`src/rtl/regfile_pkg.sv`:
```
// Shared definitions for the register-file arbiter: architectural register
// indices, default widths and the access FSM state encoding.
package regfile_pkg;

  localparam int DEF_DATA_W = 16;
  localparam int DEF_REG_W  = 4;
  localparam int NUM_REGS   = 14;

  localparam int PC   = 0;
  localparam int SP   = 1;
  localparam int LR   = 2;
  localparam int SR   = 3;
  localparam int R0   = 4;
  localparam int R1   = 5;
  localparam int R2   = 6;
  localparam int R3   = 7;
  localparam int R4   = 8;
  localparam int R5   = 9;
  localparam int R6   = 10;
  localparam int R7   = 11;
  localparam int R8   = 12;
  localparam int ADDR = 13;

  typedef enum logic [1:0] {
    IDLE = 2'd0,
    ACC  = 2'd1,
    RESP = 2'd2
  } state_t;

endpackage

```
`src/rtl/rr_arb2.sv`:
```
// Two-requester round-robin pick: a lone request wins outright, a tie goes
// to the requester that was not granted last.
module rr_arb2 (
  input  logic [1:0] req,
  input  logic       last_grant,
  output logic       winner
);

  always_comb begin
    winner = 1'b0;
    if (req[0] && req[1]) winner = ~last_grant;
    else                  winner = req[1];
  end

endmodule

```
`src/rtl/regfile_arbiter.sv`:
```
// Arbitrates two requesters onto a single-port register file with a
// three-cycle IDLE/ACC/RESP access; every output is registered.
module regfile_arbiter #(
  parameter int DATA_W   = regfile_pkg::DEF_DATA_W,
  parameter int REG_W    = regfile_pkg::DEF_REG_W,
  parameter int NUM_REGS = regfile_pkg::NUM_REGS
) (
  input  logic              clk,
  input  logic              rst_n,
  input  logic              m0_req,
  input  logic              m0_we,
  input  logic [REG_W-1:0]  m0_reg,
  input  logic [DATA_W-1:0] m0_wdata,
  output logic              m0_gnt,
  output logic              m0_rvalid,
  output logic [DATA_W-1:0] m0_rdata,
  output logic              m0_err,
  input  logic              m1_req,
  input  logic              m1_we,
  input  logic [REG_W-1:0]  m1_reg,
  input  logic [DATA_W-1:0] m1_wdata,
  output logic              m1_gnt,
  output logic              m1_rvalid,
  output logic [DATA_W-1:0] m1_rdata,
  output logic              m1_err,
  output logic [REG_W-1:0]  rf_register,
  output logic              rf_write,
  output logic [DATA_W-1:0] rf_data_in,
  input  logic [DATA_W-1:0] rf_data_out
);

  import regfile_pkg::*;

  state_t            state;
  logic [1:0]        req_vec;
  logic              win;
  logic              last_grant;
  logic              sel_we;
  logic              sel_legal;
  logic [REG_W-1:0]  sel_reg;
  logic [DATA_W-1:0] sel_wdata;
  logic [DATA_W-1:0] rsp_data;
  logic              cap_win;
  logic              cap_we;
  logic              cap_legal;

  assign req_vec = {m1_req, m0_req};

  rr_arb2 u_rr_arb2 (
    .req        (req_vec),
    .last_grant (last_grant),
    .winner     (win)
  );

  always_comb begin
    sel_we    = win ? m1_we    : m0_we;
    sel_reg   = win ? m1_reg   : m0_reg;
    sel_wdata = win ? m1_wdata : m0_wdata;
    sel_legal = (32'(sel_reg) < 32'(NUM_REGS));
    // Writes and illegal indices acknowledge with zero data.
    rsp_data  = (!cap_we && cap_legal) ? rf_data_out : '0;
  end

  always_ff @(posedge clk) begin
    if (!rst_n) begin
      state       <= IDLE;
      last_grant  <= 1'b1;
      cap_win     <= 1'b0;
      cap_we      <= 1'b0;
      cap_legal   <= 1'b0;
      m0_gnt      <= 1'b0;
      m1_gnt      <= 1'b0;
      m0_rvalid   <= 1'b0;
      m1_rvalid   <= 1'b0;
      m0_err      <= 1'b0;
      m1_err      <= 1'b0;
      m0_rdata    <= '0;
      m1_rdata    <= '0;
      rf_register <= '0;
      rf_write    <= 1'b0;
      rf_data_in  <= '0;
    end else begin
      case (state)
        IDLE: begin
          if (|req_vec) begin
            state       <= ACC;
            cap_win     <= win;
            cap_we      <= sel_we;
            cap_legal   <= sel_legal;
            last_grant  <= win;
            rf_register <= sel_reg;
            rf_data_in  <= sel_wdata;
            rf_write    <= sel_we & sel_legal;
            m0_gnt      <= ~win;
            m1_gnt      <= win;
          end
        end
        ACC: begin
          // rf_data_out is settled from rf_register, sampled at end of ACC.
          state    <= RESP;
          m0_gnt   <= 1'b0;
          m1_gnt   <= 1'b0;
          rf_write <= 1'b0;
          if (cap_win) begin
            m1_rvalid <= 1'b1;
            m1_rdata  <= rsp_data;
            m1_err    <= ~cap_legal;
          end else begin
            m0_rvalid <= 1'b1;
            m0_rdata  <= rsp_data;
            m0_err    <= ~cap_legal;
          end
        end
        RESP: begin
          state     <= IDLE;
          m0_rvalid <= 1'b0;
          m1_rvalid <= 1'b0;
          m0_err    <= 1'b0;
          m1_err    <= 1'b0;
        end
        default: state <= IDLE;
      endcase
    end
  end

endmodule

```
`config.mk`:
```
export PLATFORM = sky130hd
export DESIGN_NAME = regfile_arbiter
export DESIGN_NICKNAME = d
export VERILOG_FILES = /design/src/rtl/regfile_pkg.sv /design/src/rtl/rr_arb2.sv /design/src/rtl/regfile_arbiter.sv
export SDC_FILE = /design/constraint.sdc
export NUM_CORES = 1
export LEC_CHECK = 0
export CORE_ASPECT_RATIO = 1.25
export CORE_UTILIZATION = 45
export DETAILED_ROUTE_END_ITERATION = 7
export PLACE_DENSITY_LB_ADDON = 0.3
export REMOVE_ABC_BUFFERS = 1
export SYNTH_ARGS = -nofsm -noshare
export SYNTH_HDL_FRONTEND = slang
export SYNTH_SLANG_ARGS = --single-unit
```
`constraint.sdc`:
```
create_clock -name clk -period 4.5 [get_ports clk]
set_clock_uncertainty 0.1 [all_clocks]
set_input_delay 0.675 -clock clk [delete_from_list [all_inputs] [get_ports clk]]
set_output_delay 0.675 -clock clk [all_outputs]
set_load 0.01 [all_outputs]
```
==> out/metrics.csv <==
metric;value;unit
placed cell count;446;
Worst EP required;4.67;ns
CTS tree;done;
ys async rst share;0;
pre-CTS WS;1.807;ns
Avg WL per Cell;14.78;um
CTS buffer count;9;
CTS max path bufs;2;
CP Class;in -> reg;
Pwr Total;1.479;mW
leak pwr;1.440;nW
pin slew with the least headroom to its limit;1.205;ns
die width;70.91;um
arrival time worst endpoint;2.51;ns
syn_area_per_cell;9.340;um2
Area Growth Syn to Fin;51.66;%
Final Hold Violating Endpoints;0;
dominant cells by area after synthesis;dfxtp_1, a21boi_1, nand3_1;
CP peak stage delay;0.65;ns
PortBufs;120;
area share of the largest cell type after synthesis;0.4871;
Die ar.;6250;um2
Yosys top cell by area;dfxtp_1;
VDD IR max;0.2547;mV
GRT Total Usage;0.2248;
crit path cell chain;clkdlybuf4s50_1, a21boi_2, and2_1, a222oi_1, nor2b_1;
Post-Syn Area;2671;um2
vias per cell;5.446;
Hold WS;0.3503;ns
vias in the first global route;2337;
DRC violations left;10;
fin cells;462;
kind of cell adding the most delay to the critical path;simple AND/OR/NAND/NOR gates;
worst min-delay path category;reg -> reg;
hold_buf cts;0;
standard-cell rows;31;
Setup TNS Final;0;ns
Post-DP Area;3807;um2
synthesized flop and latch total;65;
layout cells sized above 1;0.05808;
drt pass-1 iters;8;
Final Cycle Share;0.5201;
Synth warnings;0;
cell with the most instances after synthesis;dfxtp_1;
fin nets;453;
Post-synth EDFFs;0;
antenna diode count;0;
via count;2516;
H-tree depth;3;
Startpoint Class;primary input;
total core area;5741;um2
Final Max Tran Viols;0;
CP max stage cell;and2_1;
Worst-Skew Late Latency;0.34;ns
Netlist cell types;37;
Mapped Cells;286;
RSZ-0062 raised after global routing;false;
DP Wirelength;4568;um
final core area utilization;0.7058;
Starting Density;0.4653;
max-cap viol count;0;
RD Place Congestion;0.7375;
Routed Antenna Nets;0;
Setup Buffers After CTS;0;
pwr/cell area;364.9;nW/um2
fmax;427.2;MHz
initial drt markers;231;
Top FF cell, synth;dfxtp_1;
Crit path buffers/inverters;1;
worst-path fanout max;20;
post-route minimum period;2.341;ns
I/O pin count;121;
max_slew headroom;0.1930;
final setup violation count;0;
design area;4051;um2
Clock Sinks;65;
global-route wire length before repair;10880;um
Final WS setup;2.159;ns
CTS-repair resized insts;0;
commonest cells in the netlist;dfxtp_1, nand2_1, a21boi_1, nand3_1, nor2b_1;
post-synthesis sequential area ratio;0.4871;
Die Ht;88.14;um
initial antenna violation count;0;
largest net degree at the start of global routing;66;
Setup crit end kind;flip-flop;
status;complete, but fails checks;
final wirelength;6827;um
root buffer cell;clkbuf_8;
failing checks;DRC;
global route overflow;0;
Clock transition at path regs;0.07;ns
-- final timing paths --
| check | start | to | slack, ns | depth (start not counted) |
|---|---|---|---|---|
| max | m1_req | rf_data_in[5] | 2.16 | 5 |
| min | m1_rdata[1] | m1_rdata[1] | 0.35 | 2 |
| max reg2reg | state[0] | m1_rdata[11] | 2.58 | 4 |
| min reg2reg | m1_rdata[1] | m1_rdata[1] | 0.35 | 2 |
-- cell type report --
cell class / count / area [um2]
Fill cell: 476 / 1689
Sequential cell: 65 / 1301
Multi-Input combinational cell: 194 / 1224
Timing Repair Buffer: 120 / 1196
Clock buffer: 11 / 141.4
Clock inverter: 5 / 102.6
Tap cell: 66 / 82.58
Inverter: 1 / 3.754
-- layout by cell type, fill, tap and decap left out, drive strengths merged, types with 2 or more instances in the layout --
cell / instances
mux2i: 3
dfxtp: 65
bufinv: 3
a31oi: 2
a21oi: 4
nor2: 3
nand3: 35
and2: 5
nand2: 43
a222oi: 17
a21boi: 36
o211a: 3
nand2b: 2
clkbuf: 11
o21ai: 4
nor2b: 26
clkdlybuf4s50: 119
-- worst min-delay path, cell delays in order, from the launching register on --
cell	delay, ns
dfxtp_1	0.31
nand2_1	0.05
a21boi_1	0.05
-- state kept, by name, indices dropped and copies added, names as in the netlist, 2 cells and up --
register	flops
m0_rdata	16
m1_rdata	16
rf_data_in	16
rf_register	4
state	2
-- kinds of logic (layout without fill, tap and decap cells) --
family,count (synthesis),after routing,synth area share
and+or+nand+nor,119,119,0.2281
AOI/OAI and AO/OA,71,71,0.2136
DFF,65,65,0.4871
buffers and inverters,27,137,0.05574
muxes,4,4,0.01546
-- power by group --
group / total (mW) / internal [mW] / switching [mW] / leakage [nW]
combinational: 0.246 / 0.137 / 0.109 / 0.791
clock: 0.602 / 0.382 / 0.220 / 0.120
sequential: 0.630 / 0.607 / 0.0231 / 0.530
-- routing by layer --
metal	GRT usage	vias to the layer above	wire length [um]
met4	0.08727	0	91
met1	0.2699	1163	2836
met2	0.3558	116	3232
met3	0.09896	8	666
li1	-	1229	-
met5	0	-	0
Power figures use the tool's default switching activity.
